File: config.mk
export PLATFORM = sky130hd
export DESIGN_NAME = adi_dma_split_logic
export DESIGN_NICKNAME = d
export VERILOG_FILES = /design/src/rtl/adi_dma_pkg.sv /design/src/rtl/adi_axis_skid_buf.sv /design/src/rtl/adi_dma_split_logic.sv
export SDC_FILE = /design/constraint.sdc
export NUM_CORES = 1
export LEC_CHECK = 0
export CAP_MARGIN = 10
export CORE_ASPECT_RATIO = 1.25
export CORE_MARGIN = 1
export CORE_UTILIZATION = 36
export DETAILED_ROUTE_END_ITERATION = 8
export PLACE_DENSITY = 0.59
export SYNTH_ARGS = -nofsm -noshare
export SYNTH_HDL_FRONTEND = slang
export SYNTH_SLANG_ARGS = --single-unit
File: constraint.sdc
create_clock -name AXIS_ACLK -period 6.4 [get_ports AXIS_ACLK]
set_clock_uncertainty 0.1 [all_clocks]
set_input_delay 1.6 -clock AXIS_ACLK [delete_from_list [all_inputs] [get_ports AXIS_ACLK]]
set_output_delay 1.6 -clock AXIS_ACLK [all_outputs]
set_load 0.01 [all_outputs]
File: src/rtl/adi_dma_pkg.sv
// -----------------------------------------------------------------------------
// adi_dma_pkg
// Shared definitions for the DMA packet combiner / splitter pair:
//   - FSM state encoding (IDLE/RUN/DRAIN/DONE)
//   - cmd register bit indices
//   - status register bit indices
//   - saturating 16-bit increment used for the packet counter in status
// -----------------------------------------------------------------------------
package adi_dma_pkg;

  typedef enum logic [1:0] {
    ST_IDLE  = 2'd0,
    ST_RUN   = 2'd1,
    ST_DRAIN = 2'd2,
    ST_DONE  = 2'd3
  } dma_state_e;

  localparam int CMD_EN   = 0;
  localparam int CMD_RST  = 1;
  localparam int CMD_PASS = 2;

  localparam int STAT_DONE      = 0;
  localparam int STAT_ERR_SHORT = 1;
  localparam int STAT_ERR_LONG  = 2;
  localparam int STAT_ERR_CFG   = 3;
  localparam int STAT_CNT_LSB   = 16;
  localparam int STAT_CNT_MSB   = 31;

  // Packet counter in status sticks at all-ones instead of wrapping.
  function automatic logic [15:0] sat_inc16(input logic [15:0] v);
    logic [15:0] r;
    if (v == 16'hFFFF) begin
      r = v;
    end else begin
      r = v + 16'd1;
    end
    return r;
  endfunction

endpackage

File: src/rtl/adi_axis_skid_buf.sv
// -----------------------------------------------------------------------------
// adi_axis_skid_buf
// Two-entry AXI-Stream register slice. The output register drives the master
// side directly; the skid register catches the one beat accepted while the
// output is stalled, so s_ready is a pure register and throughput is 1/cycle.
// Ports:
//   clk, srst         clock, synchronous active-high reset (clears contents)
//   s_valid/s_ready/s_data   upstream handshake and payload
//   m_valid/m_ready/m_data   downstream handshake and payload
//   empty             both entries free
// -----------------------------------------------------------------------------
module adi_axis_skid_buf #(
  parameter int WIDTH = 65
) (
  input  logic             clk,
  input  logic             srst,
  input  logic             s_valid,
  output logic             s_ready,
  input  logic [WIDTH-1:0] s_data,
  output logic             m_valid,
  input  logic             m_ready,
  output logic [WIDTH-1:0] m_data,
  output logic             empty
);

  logic [WIDTH-1:0] out_data_r;
  logic [WIDTH-1:0] skid_data_r;
  logic             out_valid_r;
  logic             skid_valid_r;
  logic             s_xfr_s;
  logic             out_free_s;

  assign s_ready    = ~skid_valid_r;
  assign s_xfr_s    = s_valid & ~skid_valid_r;
  assign out_free_s = ~out_valid_r | m_ready;
  assign m_valid    = out_valid_r;
  assign m_data     = out_data_r;
  assign empty      = ~out_valid_r & ~skid_valid_r;

  // Output/skid register update; skid always empties first to keep order.
  always_ff @(posedge clk) begin
    if (srst) begin
      out_data_r   <= {WIDTH{1'b0}};
      skid_data_r  <= {WIDTH{1'b0}};
      out_valid_r  <= 1'b0;
      skid_valid_r <= 1'b0;
    end else if (out_free_s) begin
      if (skid_valid_r) begin
        out_data_r   <= skid_data_r;
        out_valid_r  <= 1'b1;
        skid_valid_r <= 1'b0;
      end else begin
        out_valid_r <= s_xfr_s;
        if (s_xfr_s) begin
          out_data_r <= s_data;
        end
      end
    end else if (s_xfr_s) begin
      skid_data_r  <= s_data;
      skid_valid_r <= 1'b1;
    end
  end

endmodule

File: src/rtl/adi_dma_split_logic.sv
// -----------------------------------------------------------------------------
// adi_dma_split_logic
// Splits one long AXI-Stream frame into num_pkts packets of pkt_len beats,
// inserting M_AXIS_TLAST on each packet boundary.
// Ports:
//   AXIS_ACLK, AXIS_ARESET   clock, synchronous active-high reset
//   S_AXIS_*                 input frame
//   M_AXIS_*                 output packets
//   cmd                      [0] en, [1] soft reset, [2] passthrough
//   status                   [0] done, [1] err_short, [2] err_long,
//                            [3] err_cfg, [31:16] packets sent (saturating)
//   num_pkts, pkt_len        frame geometry, latched on start
// TLAST is computed on the input side and stored with the beat, so the
// boundary compares only ever see registered flags (pkt_end_r/last_pkt_r).
// -----------------------------------------------------------------------------
module adi_dma_split_logic
  import adi_dma_pkg::*;
#(
  parameter int DATA_WIDTH = 64,
  parameter int CNT_WIDTH  = 32
) (
  input  logic                  AXIS_ACLK,
  input  logic                  AXIS_ARESET,
  output logic                  S_AXIS_TREADY,
  input  logic [DATA_WIDTH-1:0] S_AXIS_TDATA,
  input  logic                  S_AXIS_TLAST,
  input  logic                  S_AXIS_TVALID,
  output logic                  M_AXIS_TVALID,
  output logic [DATA_WIDTH-1:0] M_AXIS_TDATA,
  output logic                  M_AXIS_TLAST,
  input  logic                  M_AXIS_TREADY,
  input  logic [31:0]           cmd,
  output logic [31:0]           status,
  input  logic [CNT_WIDTH-1:0]  num_pkts,
  input  logic [CNT_WIDTH-1:0]  pkt_len
);

  localparam logic [CNT_WIDTH-1:0] CNT_ZERO = {CNT_WIDTH{1'b0}};
  localparam logic [CNT_WIDTH-1:0] CNT_ONE  = {{(CNT_WIDTH-1){1'b0}}, 1'b1};
  localparam logic [CNT_WIDTH-1:0] CNT_TWO  = {{(CNT_WIDTH-2){1'b0}}, 2'b10};

  dma_state_e             state_r, state_n, fin_tgt_r, fin_tgt_s;
  logic                   en_r, pass_r, fin_r, done_r;
  logic                   err_short_r, err_long_r, err_cfg_r;
  logic [CNT_WIDTH-1:0]   num_r, len_r, beat_cnt_r, pkt_cnt_r;
  logic                   pkt_end_r, last_pkt_r;
  logic [15:0]            sent_r;
  logic                   rst_s, buf_empty_s, buf_rdy_s, buf_valid_s;
  logic                   run_fwd_s, drain_s, fwd_s, s_xfr_s, run_xfr_s, tag_last_s;
  logic                   start_s, cfg_bad_s, fin_set_s, set_short_s, set_long_s;
  logic [DATA_WIDTH:0]    m_payload_s;
  logic [28:0]            cmd_unused_s;

  assign cmd_unused_s = cmd[31:3];
  assign rst_s        = AXIS_ARESET | cmd[CMD_RST];

  // Accept windows are built from registers only (en_r rather than cmd[0]).
  assign run_fwd_s     = (state_r == ST_RUN) & en_r & ~fin_r & ~pass_r;
  assign drain_s       = (state_r == ST_DRAIN) & ~pass_r;
  assign fwd_s         = pass_r | run_fwd_s;
  assign S_AXIS_TREADY = (fwd_s & buf_rdy_s) | drain_s;
  assign s_xfr_s       = S_AXIS_TVALID & S_AXIS_TREADY;
  assign run_xfr_s     = s_xfr_s & run_fwd_s;
  assign tag_last_s    = pass_r ? S_AXIS_TLAST : (pkt_end_r | S_AXIS_TLAST);
  assign buf_valid_s   = S_AXIS_TVALID & fwd_s;

  adi_axis_skid_buf #(.WIDTH(DATA_WIDTH + 1)) u_skid (
    .clk     (AXIS_ACLK),
    .srst    (rst_s),
    .s_valid (buf_valid_s),
    .s_ready (buf_rdy_s),
    .s_data  ({tag_last_s, S_AXIS_TDATA}),
    .m_valid (M_AXIS_TVALID),
    .m_ready (M_AXIS_TREADY),
    .m_data  (m_payload_s),
    .empty   (buf_empty_s)
  );

  assign M_AXIS_TDATA = m_payload_s[DATA_WIDTH-1:0];
  assign M_AXIS_TLAST = m_payload_s[DATA_WIDTH];

  // Status word assembled from registered flags.
  always_comb begin
    status                             = 32'h0000_0000;
    status[STAT_DONE]                  = done_r;
    status[STAT_ERR_SHORT]             = err_short_r;
    status[STAT_ERR_LONG]              = err_long_r;
    status[STAT_ERR_CFG]               = err_cfg_r;
    status[STAT_CNT_MSB:STAT_CNT_LSB]  = sent_r;
  end

  // Next-state logic. After the final beat of a frame is accepted the FSM
  // waits in RUN (fin_r) until the slice is empty, so DONE/DRAIN never
  // coexist with buffered output.
  always_comb begin
    state_n     = state_r;
    fin_tgt_s   = fin_tgt_r;
    start_s     = 1'b0;
    cfg_bad_s   = 1'b0;
    fin_set_s   = 1'b0;
    set_short_s = 1'b0;
    set_long_s  = 1'b0;
    if (pass_r) begin
      state_n = state_r;
    end else begin
      case (state_r)
        ST_IDLE: begin
          if (cmd[CMD_EN]) begin
            start_s = 1'b1;
            if ((num_pkts == CNT_ZERO) || (pkt_len == CNT_ZERO)) begin
              cfg_bad_s = 1'b1;
              state_n   = ST_DONE;
            end else begin
              state_n = ST_RUN;
            end
          end else begin
            state_n = ST_IDLE;
          end
        end
        ST_RUN: begin
          if (fin_r) begin
            if (buf_empty_s) begin
              state_n = fin_tgt_r;
            end else begin
              state_n = ST_RUN;
            end
          end else if (run_xfr_s) begin
            if (pkt_end_r & last_pkt_r) begin
              fin_set_s = 1'b1;
              if (S_AXIS_TLAST) begin
                fin_tgt_s = ST_DONE;
              end else begin
                fin_tgt_s  = ST_DRAIN;
                set_long_s = 1'b1;
              end
            end else if (S_AXIS_TLAST) begin
              fin_set_s   = 1'b1;
              fin_tgt_s   = ST_DONE;
              set_short_s = 1'b1;
            end else begin
              fin_set_s = 1'b0;
            end
          end else begin
            state_n = ST_RUN;
          end
        end
        ST_DRAIN: begin
          if (s_xfr_s & S_AXIS_TLAST) begin
            state_n = ST_DONE;
          end else begin
            state_n = ST_DRAIN;
          end
        end
        ST_DONE: begin
          if (!cmd[CMD_EN]) begin
            state_n = ST_IDLE;
          end else begin
            state_n = ST_DONE;
          end
        end
        default: state_n = ST_IDLE;
      endcase
    end
  end

  // State register.
  always_ff @(posedge AXIS_ACLK) begin
    if (rst_s) begin
      state_r <= ST_IDLE;
    end else begin
      state_r <= state_n;
    end
  end

  // Counters, boundary flags, error flags and mode registers.
  always_ff @(posedge AXIS_ACLK) begin
    if (rst_s) begin
      en_r        <= 1'b0;
      pass_r      <= 1'b0;
      done_r      <= 1'b0;
      fin_r       <= 1'b0;
      fin_tgt_r   <= ST_IDLE;
      err_short_r <= 1'b0;
      err_long_r  <= 1'b0;
      err_cfg_r   <= 1'b0;
      num_r       <= CNT_ZERO;
      len_r       <= CNT_ZERO;
      beat_cnt_r  <= CNT_ZERO;
      pkt_cnt_r   <= CNT_ZERO;
      pkt_end_r   <= 1'b0;
      last_pkt_r  <= 1'b0;
      sent_r      <= 16'h0000;
    end else begin
      en_r   <= cmd[CMD_EN];
      done_r <= (state_n == ST_DONE);
      // Mode switches only at an empty slice so no beat changes meaning mid-flight.
      if (buf_empty_s) begin
        pass_r <= cmd[CMD_PASS];
      end
      if (start_s) begin
        num_r       <= num_pkts;
        len_r       <= pkt_len;
        beat_cnt_r  <= CNT_ZERO;
        pkt_cnt_r   <= CNT_ZERO;
        pkt_end_r   <= (pkt_len == CNT_ONE);
        last_pkt_r  <= (num_pkts == CNT_ONE);
        err_short_r <= 1'b0;
        err_long_r  <= 1'b0;
        err_cfg_r   <= cfg_bad_s;
        sent_r      <= 16'h0000;
        fin_r       <= 1'b0;
      end else begin
        if (set_short_s) begin
          err_short_r <= 1'b1;
        end
        if (set_long_s) begin
          err_long_r <= 1'b1;
        end
        if (fin_set_s) begin
          fin_r     <= 1'b1;
          fin_tgt_r <= fin_tgt_s;
        end else if (fin_r && (state_n != ST_RUN)) begin
          fin_r <= 1'b0;
        end
        // Flags look one beat ahead so TLAST needs no compare on the data path.
        if (run_xfr_s) begin
          if (tag_last_s) begin
            beat_cnt_r <= CNT_ZERO;
            pkt_cnt_r  <= pkt_cnt_r + CNT_ONE;
            sent_r     <= sat_inc16(sent_r);
            pkt_end_r  <= (len_r == CNT_ONE);
            last_pkt_r <= ((pkt_cnt_r + CNT_TWO) == num_r);
          end else begin
            beat_cnt_r <= beat_cnt_r + CNT_ONE;
            pkt_end_r  <= ((beat_cnt_r + CNT_TWO) == len_r);
          end
        end
      end
    end
  end

endmodule

==> results of run 1 <==
==> final timing paths <==
path,start,end,slack (ns),depth (start not counted)
min reg2reg,u_skid.skid_data_r[30],u_skid.skid_data_r[30],0.35,2
min,u_skid.skid_data_r[30],u_skid.skid_data_r[30],0.35,2
max,S_AXIS_TVALID,beat_cnt_r[20],2.32,7
max reg2reg,pkt_cnt_r[1],last_pkt_r,2.93,9
==> critical path, stage by stage <==
cell             delay (ns)
clkdlybuf4s50_1        0.65
and3_1                 0.54
nand4_1                0.36
or3_1                  0.50
nand2b_1               0.27
or3_1                  0.38
a21oi_1                0.14
==> layout by cell type (no fill, tap or decap), drive strengths merged, types with 6 or more instances in the layout <==
master         Yosys  layout
xnor2             76      76
nor2             193     193
inv               15      15
nor3              38      38
or2                9       9
conb               1      12
clkbuf            94      44
a211oi            68      68
and3              15      15
clkdlybuf4s50      0     222
o21ai             37      37
nand4             37      37
nand2            353     353
mux2i             69      69
nor4              35      35
dfxtp            289     289
nand3             34      34
or4               12      12
a21oi            158     158
nor2b              9       9
or3               21      21
xor2              60      60
clkinv             0       9
a31oi              6       6
nor3b              7       7
and4               8       8
buf               49      10
==> stage by stage <==
stage	util	power [W]
finish	0.4559	0.003959
global route	0.4558	0.004125
CTS	0.4558	0.004022
detailed placement	0.4289	0.002171
global placement	0.4289	0.002167
floorplan	-	0.002017
==> where the power goes <==
group          internal [W]  switching (W)
registers           0.00182      0.0000185
logic              0.000139       0.000151
clock network       0.00108       0.000755
==> cells by family after synthesis <==
kind of cell	share of synthesized area
simple gates	0.2572
other cells	0.0002668
buf+inv	0.04887
mux	0.04994
fa+ha+maj	0.004451
flops	0.4116
xor+xnor	0.08634
compound gates	0.1414
==> cell type report <==
cell class,instances,area [um^2],area share
Multi-Input combinational cell,1339,7657,0.4381
Sequential cell,289,5789,0.3313
Timing Repair Buffer,232,2322,0.1329
Clock buffer,44,924.6,0.05291
Tap cell,492,615.6,0.03522
Clock inverter,11,108.9,0.006228
Inverter,15,56.30,0.003222
Antenna cell,1,2.502,0.0001432
==> registers in the layout, summed over array words and instances, names as in the netlist, 2 cells and up <==
name and flops:
beat_cnt_r 32, fin_tgt_r 2, len_r 32, num_r 32
pkt_cnt_r 32, sent_r 16, state_r 2, u_skid.m_data 65
u_skid.skid_data_r 65
==> routing by layer <==
| metal | up-vias | GRT usage | share of wire |
|---|---|---|---|
| li1 | 6382 | - | - |
| met1 | 5920 | 0.2438 | 0.43 |
| met2 | 325 | 0.3211 | 0.46 |
| met3 | 44 | 0.06510 | 0.087 |
| met4 | 2 | 0.04811 | 0.018 |
| met5 | - | 0 | 0.00033 |
==> flow_metrics.tcl, run 1 <==
set metrics [dict create \
    status "completed" \
    ys_types 68 \
    drive_above_1_share 0.04663 \
    worst_slack_ns 2.324 \
    cts_buffers 31 \
    routabilityCongestion 0.9051 \
    wire_per_inst_um 16.30 \
    io-pin-count 264 \
    rsz0062_at_grt "no" \
    synthesis.area_mm2 0.01406 \
    final_area_mm2 0.01748 \
    grt_max_degree 165 \
    dpl_cell_area_mm2 0.01644 \
    clock_sinks 289 \
    ir_drop_mv 0.1886 \
    dp.cells 2367 \
    cts.clk_slew.worst_paths_ns 0.06 \
    drt-vias-per-instance 5.230 \
    synth_edf_count 0 \
    drv_slew 0 \
    fp.dieH_um 222.9 \
    synth_top_cell_area_share 0.4116 \
    die_x_um 178.7 \
    nFillCells 3788 \
    synth-async-reset-ratio 0 \
    hpwl_mm 26.94 \
    worst_pin_slew_ns 1.175 \
    grt_pass1_wl_mm 63.23 \
    root_buffer "clkbuf_16" \
    ctsHoldBuffers 0 \
    hold_path_class "register to register" \
    dp_slack_ns 1.785 \
    drt_wl_total_mm 39.49 \
    h-tree-depth 1 \
    cts_tree "built" \
    period_minus_slack_ns 4.076 \
    clk_latency_ns 0.57 \
    yosysMostFrequentCell "nand2_1" \
    coreArea_mm2 0.03834 \
    drv_cap 0 \
    grt_overflow 0 \
    power_per_cell_area_mw_per_mm2 226.5 \
    setup-tns-final_ns 0 \
    setup_viol 0 \
    critPathKind "input port to register" \
    grtUsageTotal 0.1954 \
    yosys_most_used_dff "dfxtp_1" \
    drt_iter0_markers 629 \
    startpoint_type "input port" \
    crit_arrival_ns 4.45 \
    drc 0 \
    nets 2078 \
    cts_buffer_depth 3 \
    port_buffers 222 \
    cts_setup_buffers 0 \
    period_share 0.6369 \
    synthToLayoutAreaGrowth_pct 24.34 \
    synth_commonest_cells "nand2_1 (353), dfxtp_1 (289), nor2_1 (193), a21oi_1 (158), clkbuf_1 (93)" \
    hold_viol 0 \
    start_util 0.3666 \
    crit_required_ns 6.78 \
    vias 12670 \
    yosysSeqAreaShare 0.4116 \
    holdWs_ns 0.3526 \
    relSlewSlack 0.2165 \
    ys_warn_count 0 \
    cts_resized 0 \
    drt_pass1_iterations 4 \
    grt_pass1_vias 12070 \
    cp-end-kind "register" \
    yosys_register_bits 289 \
    netlist_top_cells_area "dfxtp_1 (41%), nand2_1 (9.4%), a21oi_1 (5.6%), nor2_1 (5.2%), mux2i_1 (4.9%)" \
    fmax_ghz 0.2453 \
    ant_nets 0 \
    critPathMaxFanout 11 \
    synth.avg_cell_area_um2 7.919 \
    antenna_found_initial 2 \
    dieArea_mm2 0.03984 \
    final_cells 2423 \
    row_count 80 \
    netlist.top_cell.by_area "dfxtp_1" \
    syn_inst 1775 \
    leakage_nw 5.413 \
]
Power figures use the tool's default switching activity.
==> run 2: changes to the inputs <==
- PLACE_DENSITY: 0.59 -> 0.61
- clock period: 6.4 -> 3.55 ns (I/O delays scaled with it)
==> flow_metrics.tcl, run 2 (synthesis gave the netlist of run 1 again) <==
set metrics [dict create \
    critical_path.startpoint "pkt_len[18]" \
    vias 12910 \
    setup_viol 0 \
    min-delay-start "u_skid.skid_data_r[12]" \
    cpMostUsedCell "nor4_1" \
    wire_per_inst_um 16.08 \
    worst_pin_slew_ns 1.004 \
    port_buffers 222 \
    r2r_start "pkt_cnt_r[12]" \
    fmax_ghz 0.3033 \
    antenna_found_initial 4 \
    status "completed" \
    grtUsageTotal 0.2005 \
    period_share 0.9287 \
    drt_iter0_markers 620 \
    ir_drop_mv 0.3119 \
    power_switching_w 0.001680 \
    row_count 80 \
    crit_arrival_ns 3.65 \
    startpoint_type "input port" \
    cts_setup_buffers 0 \
    io-pin-count 264 \
    nets 2137 \
    grt_pass1_wl_mm 64.28 \
    start_util 0.3666 \
    drt-vias-per-instance 5.201 \
    die_x_um 178.7 \
    crit_required_ns 3.90 \
    cts_tree "built" \
    drv_cap 0 \
    cts_buffer_depth 3 \
    critPathMaxFanout 3 \
    cp-end-kind "register" \
    switching_share 0.2250 \
    cts.clk_slew.worst_paths_ns 0.06 \
    hold_path_class "register to register" \
    clock_power_share 0.482 \
    seqPwrFrac 0.444 \
    ant_nets 0 \
    hpwl_mm 27.54 \
    dieArea_mm2 0.03984 \
    power_per_cell_area_mw_per_mm2 413.7 \
    pwr-share-comb 0.074 \
    coreArea_mm2 0.03834 \
    period_minus_slack_ns 3.297 \
    synthToLayoutAreaGrowth_pct 28.44 \
    critPathBufInv 2 \
    cts_resized 0 \
    drc 0 \
    drt_pass1_iterations 5 \
    holdWs_ns 0.3526 \
    utilization 0.4709 \
    final_common_cell "nand2_1" \
    fp.dieH_um 222.9 \
    rsz0062_at_grt "no" \
    final_cell_mix "nand2_1 (351), dfxtp_1 (288), clkdlybuf4s50_1 (222)" \
    leakage_nw 5.743 \
    cp_slowest_cell "or4_1" \
    root_buffer "clkbuf_16" \
    routabilityCongestion 0.8855 \
    clk_latency_ns 0.52 \
    total_power_w 0.007468 \
    drive_above_1_share 0.07139 \
    grt_overflow 0 \
    ctsHoldBuffers 0 \
    grt_pass1_vias 12420 \
    hold_viol 0 \
    cp_slowest_stage_delay_ns 0.61 \
    drv_slew 0 \
    p_int_w 0.005788 \
    clock_sinks 289 \
    cp_cell_sequence "clkdlybuf4s50_1, nor4_1, buf_4, nand2_1, or4_1, a211oi_1, o2111ai_1, nor4_1, nand4_1, o21ai_1" \
    relSlewSlack 0.3308 \
    grt_max_degree 206 \
    drt_wl_total_mm 39.92 \
    crit_family "simple AND/OR/NAND/NOR gates" \
    critPathKind "input port to register" \
    cts_buffers 34 \
    h-tree-depth 2 \
]
-- run 2: final cells by class --
class | instances | area (um^2)
Tap cell | 492 | 615.6
Timing Repair Buffer | 288 | 2793
Antenna cell | 1 | 2.502
Clock buffer | 52 | 1042
Fill cell | 3713 | 20280
Inverter | 15 | 56.30
Multi-Input combinational cell | 1339 | 7647
Clock inverter | 6 | 107.6
Sequential cell | 289 | 5789
-- run 2: routing by layer --
layer	share of wire	GRT usage	vias up	routed length, um
met1	0.44	0.2511	6033	17420
met4	0.027	0.06424	6	1083
met3	0.080	0.06919	65	3210
met5	0.00095	0	-	38
li1	-	-	6496	-
met2	0.45	0.3197	308	18160
-- run 2: power groups by stage --
stage / clock network [W] / registers (W) / logic [W]
floorplan: 0 / 0.00338 / 0.000256
global placement: 0 / 0.00338 / 0.000553
detailed placement: 0 / 0.00338 / 0.000556
CTS: 0.00370 / 0.00331 / 0.000559
global route: 0.00384 / 0.00332 / 0.000607
finish: 0.00360 / 0.00331 / 0.000553
-- run 2: worst paths after layout --
check	end	slack, ns	cells past startpoint
max	pkt_end_r	0.25	10
min	u_skid.skid_data_r[12]	0.35	2
max reg2reg	last_pkt_r	0.50	8
min reg2reg	u_skid.skid_data_r[12]	0.35	2
-- run 2: metrics by stage --
stage	cell area [um^2]	setup slack (ns)	instances	TNS (ns)
floorplan	14100	0.7827	1786	0
global route	18050	0.03830	2481	0
CTS	18050	0.1830	2481	0
finish	18050	0.2530	2482	0
detailed placement	16900	-0.3262	2423	-0.9923
global placement	16900	-0.3238	2423	-0.9743
-- run 2: worst reg2reg max path, stage by stage (launching register included) --
cell	delay, ns
dfxtp_1	0.48
and4_1	0.46
nand4_1	0.28
or4_1	0.62
xnor2_1	0.25
o21ai_0	0.13
nor4_1	0.37
nand4_1	0.18
o21ai_1	0.12
==> run 3: changes to the inputs <==
- REMOVE_ABC_BUFFERS: default -> 1
==> flow_metrics.tcl, run 3 (synthesis gave the netlist of run 1 again) <==
set metrics [dict create \
    status "completed" \
    rsz0062_at_grt "no" \
    grt_max_degree 206 \
    grt_pass1_vias 12350 \
    utilization 0.4663 \
    period_minus_slack_ns 3.237 \
    period_share 0.9120 \
    cpMostUsedCell "nor2_1" \
    cp-end-kind "output pin" \
    crit_family "simple AND/OR/NAND/NOR gates" \
    cts_setup_buffers 0 \
    root_buffer "clkbuf_16" \
    drt_pass1_iterations 5 \
    holdWs_ns 0.3521 \
    crit_required_ns 2.56 \
    hold_path_class "register to register" \
    drv_cap 0 \
    cp_slowest_stage_delay_ns 0.59 \
    hold_viol 0 \
    worst_pin_slew_ns 1.109 \
    critPathMaxFanout 8 \
    critPathBufInv 1 \
    cp_slowest_cell "clkdlybuf4s50_1" \
    grtUsageTotal 0.2062 \
    vias 12930 \
    die_x_um 178.7 \
    cts_resized 0 \
    drt_iter0_markers 651 \
    final_cell_mix "nand2_1 (351), dfxtp_1 (288), clkdlybuf4s50_1 (222)" \
    cp_cell_sequence "and4bb_2, nor2_1, nor2_1, a21o_1, clkdlybuf4s50_1" \
    cts_tree "built" \
    final_common_cell "nand2_1" \
    nets 2124 \
    final_area_mm2 0.01787 \
    h-tree-depth 2 \
    critPathKind "register to output pin" \
    nFillCells 3806 \
    routabilityCongestion 0.8677 \
    leakage_nw 5.641 \
    relSlewSlack 0.2609 \
    hpwl_mm 28.65 \
    setup-tns-final_ns 0 \
    clock_sinks 289 \
    cts.clk_slew.worst_paths_ns 0.06 \
    setup_viol 0 \
    ir_drop_mv 0.3905 \
    antenna_found_initial 3 \
    ctsHoldBuffers 0 \
    cts_buffers 35 \
    grt_overflow 0 \
    fp.dieH_um 222.9 \
    startpoint_type "register" \
    clk_latency_ns 0.53 \
    drt_wl_total_mm 40.87 \
    fmax_ghz 0.3089 \
    start_util 0.3666 \
    synthToLayoutAreaGrowth_pct 27.17 \
    multi_input_area_mm2 0.007647 \
    crit_arrival_ns 2.25 \
    port_buffers 222 \
    row_count 80 \
    drc 0 \
    grt_pass1_wl_mm 65.54 \
    power_per_cell_area_mw_per_mm2 408.9 \
    dieArea_mm2 0.03984 \
    drt-vias-per-instance 5.235 \
    wire_per_inst_um 16.55 \
    io-pin-count 264 \
    cts_buffer_depth 3 \
    ant_nets 0 \
    drv_slew 0 \
    coreArea_mm2 0.03834 \
    antennaDiodeCount 0 \
    dpl_cell_area_mm2 0.01678 \
    drive_above_1_share 0.06522 \
    seq_area_mm2 0.005789 \
]
-- run 3: cell type report --
class                           count  share of cell area
Clock buffer                       49             0.05362
Clock inverter                     12            0.007420
Inverter                           15            0.003150
Multi-Input combinational cell   1339              0.4278
Sequential cell                   289              0.3239
Tap cell                          492             0.03444
Timing Repair Buffer              274              0.1497
-- run 3: per-stage QoR --
stage / setup WS [ns] / cells / power [W]
2_1_floorplan: -3.977 / 1643 / 0.003614
3_3_place_gp: -0.1807 / 2409 / 0.003925
3_5_place_dp: -0.1929 / 2409 / 0.003931
4_1_cts: 0.2788 / 2470 / 0.007428
5_1_grt: 0.1531 / 2470 / 0.007613
6_report: 0.3125 / 2470 / 0.007309
-- run 3: path summary, 6_finish.rpt --
| kind | start | end | slack, ns | cells past startpoint |
|---|---|---|---|---|
| hold reg to reg | u_skid.skid_data_r[55] | u_skid.skid_data_r[55] | 0.35 | 2 |
| setup reg to reg | beat_cnt_r[1] | pkt_end_r | 0.39 | 9 |
| hold / removal | u_skid.skid_data_r[55] | u_skid.skid_data_r[55] | 0.35 | 2 |
| setup / recovery | state_r[1] | S_AXIS_TREADY | 0.31 | 5 |
-- run 3: power breakdown --
group	leakage [nW]	switching, W	total [W]	internal, W
logic	2.77	0.000277	0.000541	0.000265
registers	2.33	0.0000352	0.00332	0.00328
clock network	0.536	0.00141	0.00345	0.00204
total	5.64	0.00172	0.00731	0.00559
-- run 3: per-layer routing --
metal,vias up,GRT usage,wire (um)
met4,6,0.07217,1167
met5,-,0,36
met2,338,0.3328,18820
li1,6473,-,-
met1,6042,0.2542,17340
met3,71,0.06851,3509
-- run 3: worst min-delay path: cells and delay by family (launching register included) --
family / cells / cell delay [ns]
AO/OA/AOI/OAI: 1 / 0.05
flip-flops: 1 / 0.30
AND/OR/NAND/NOR: 1 / 0.05
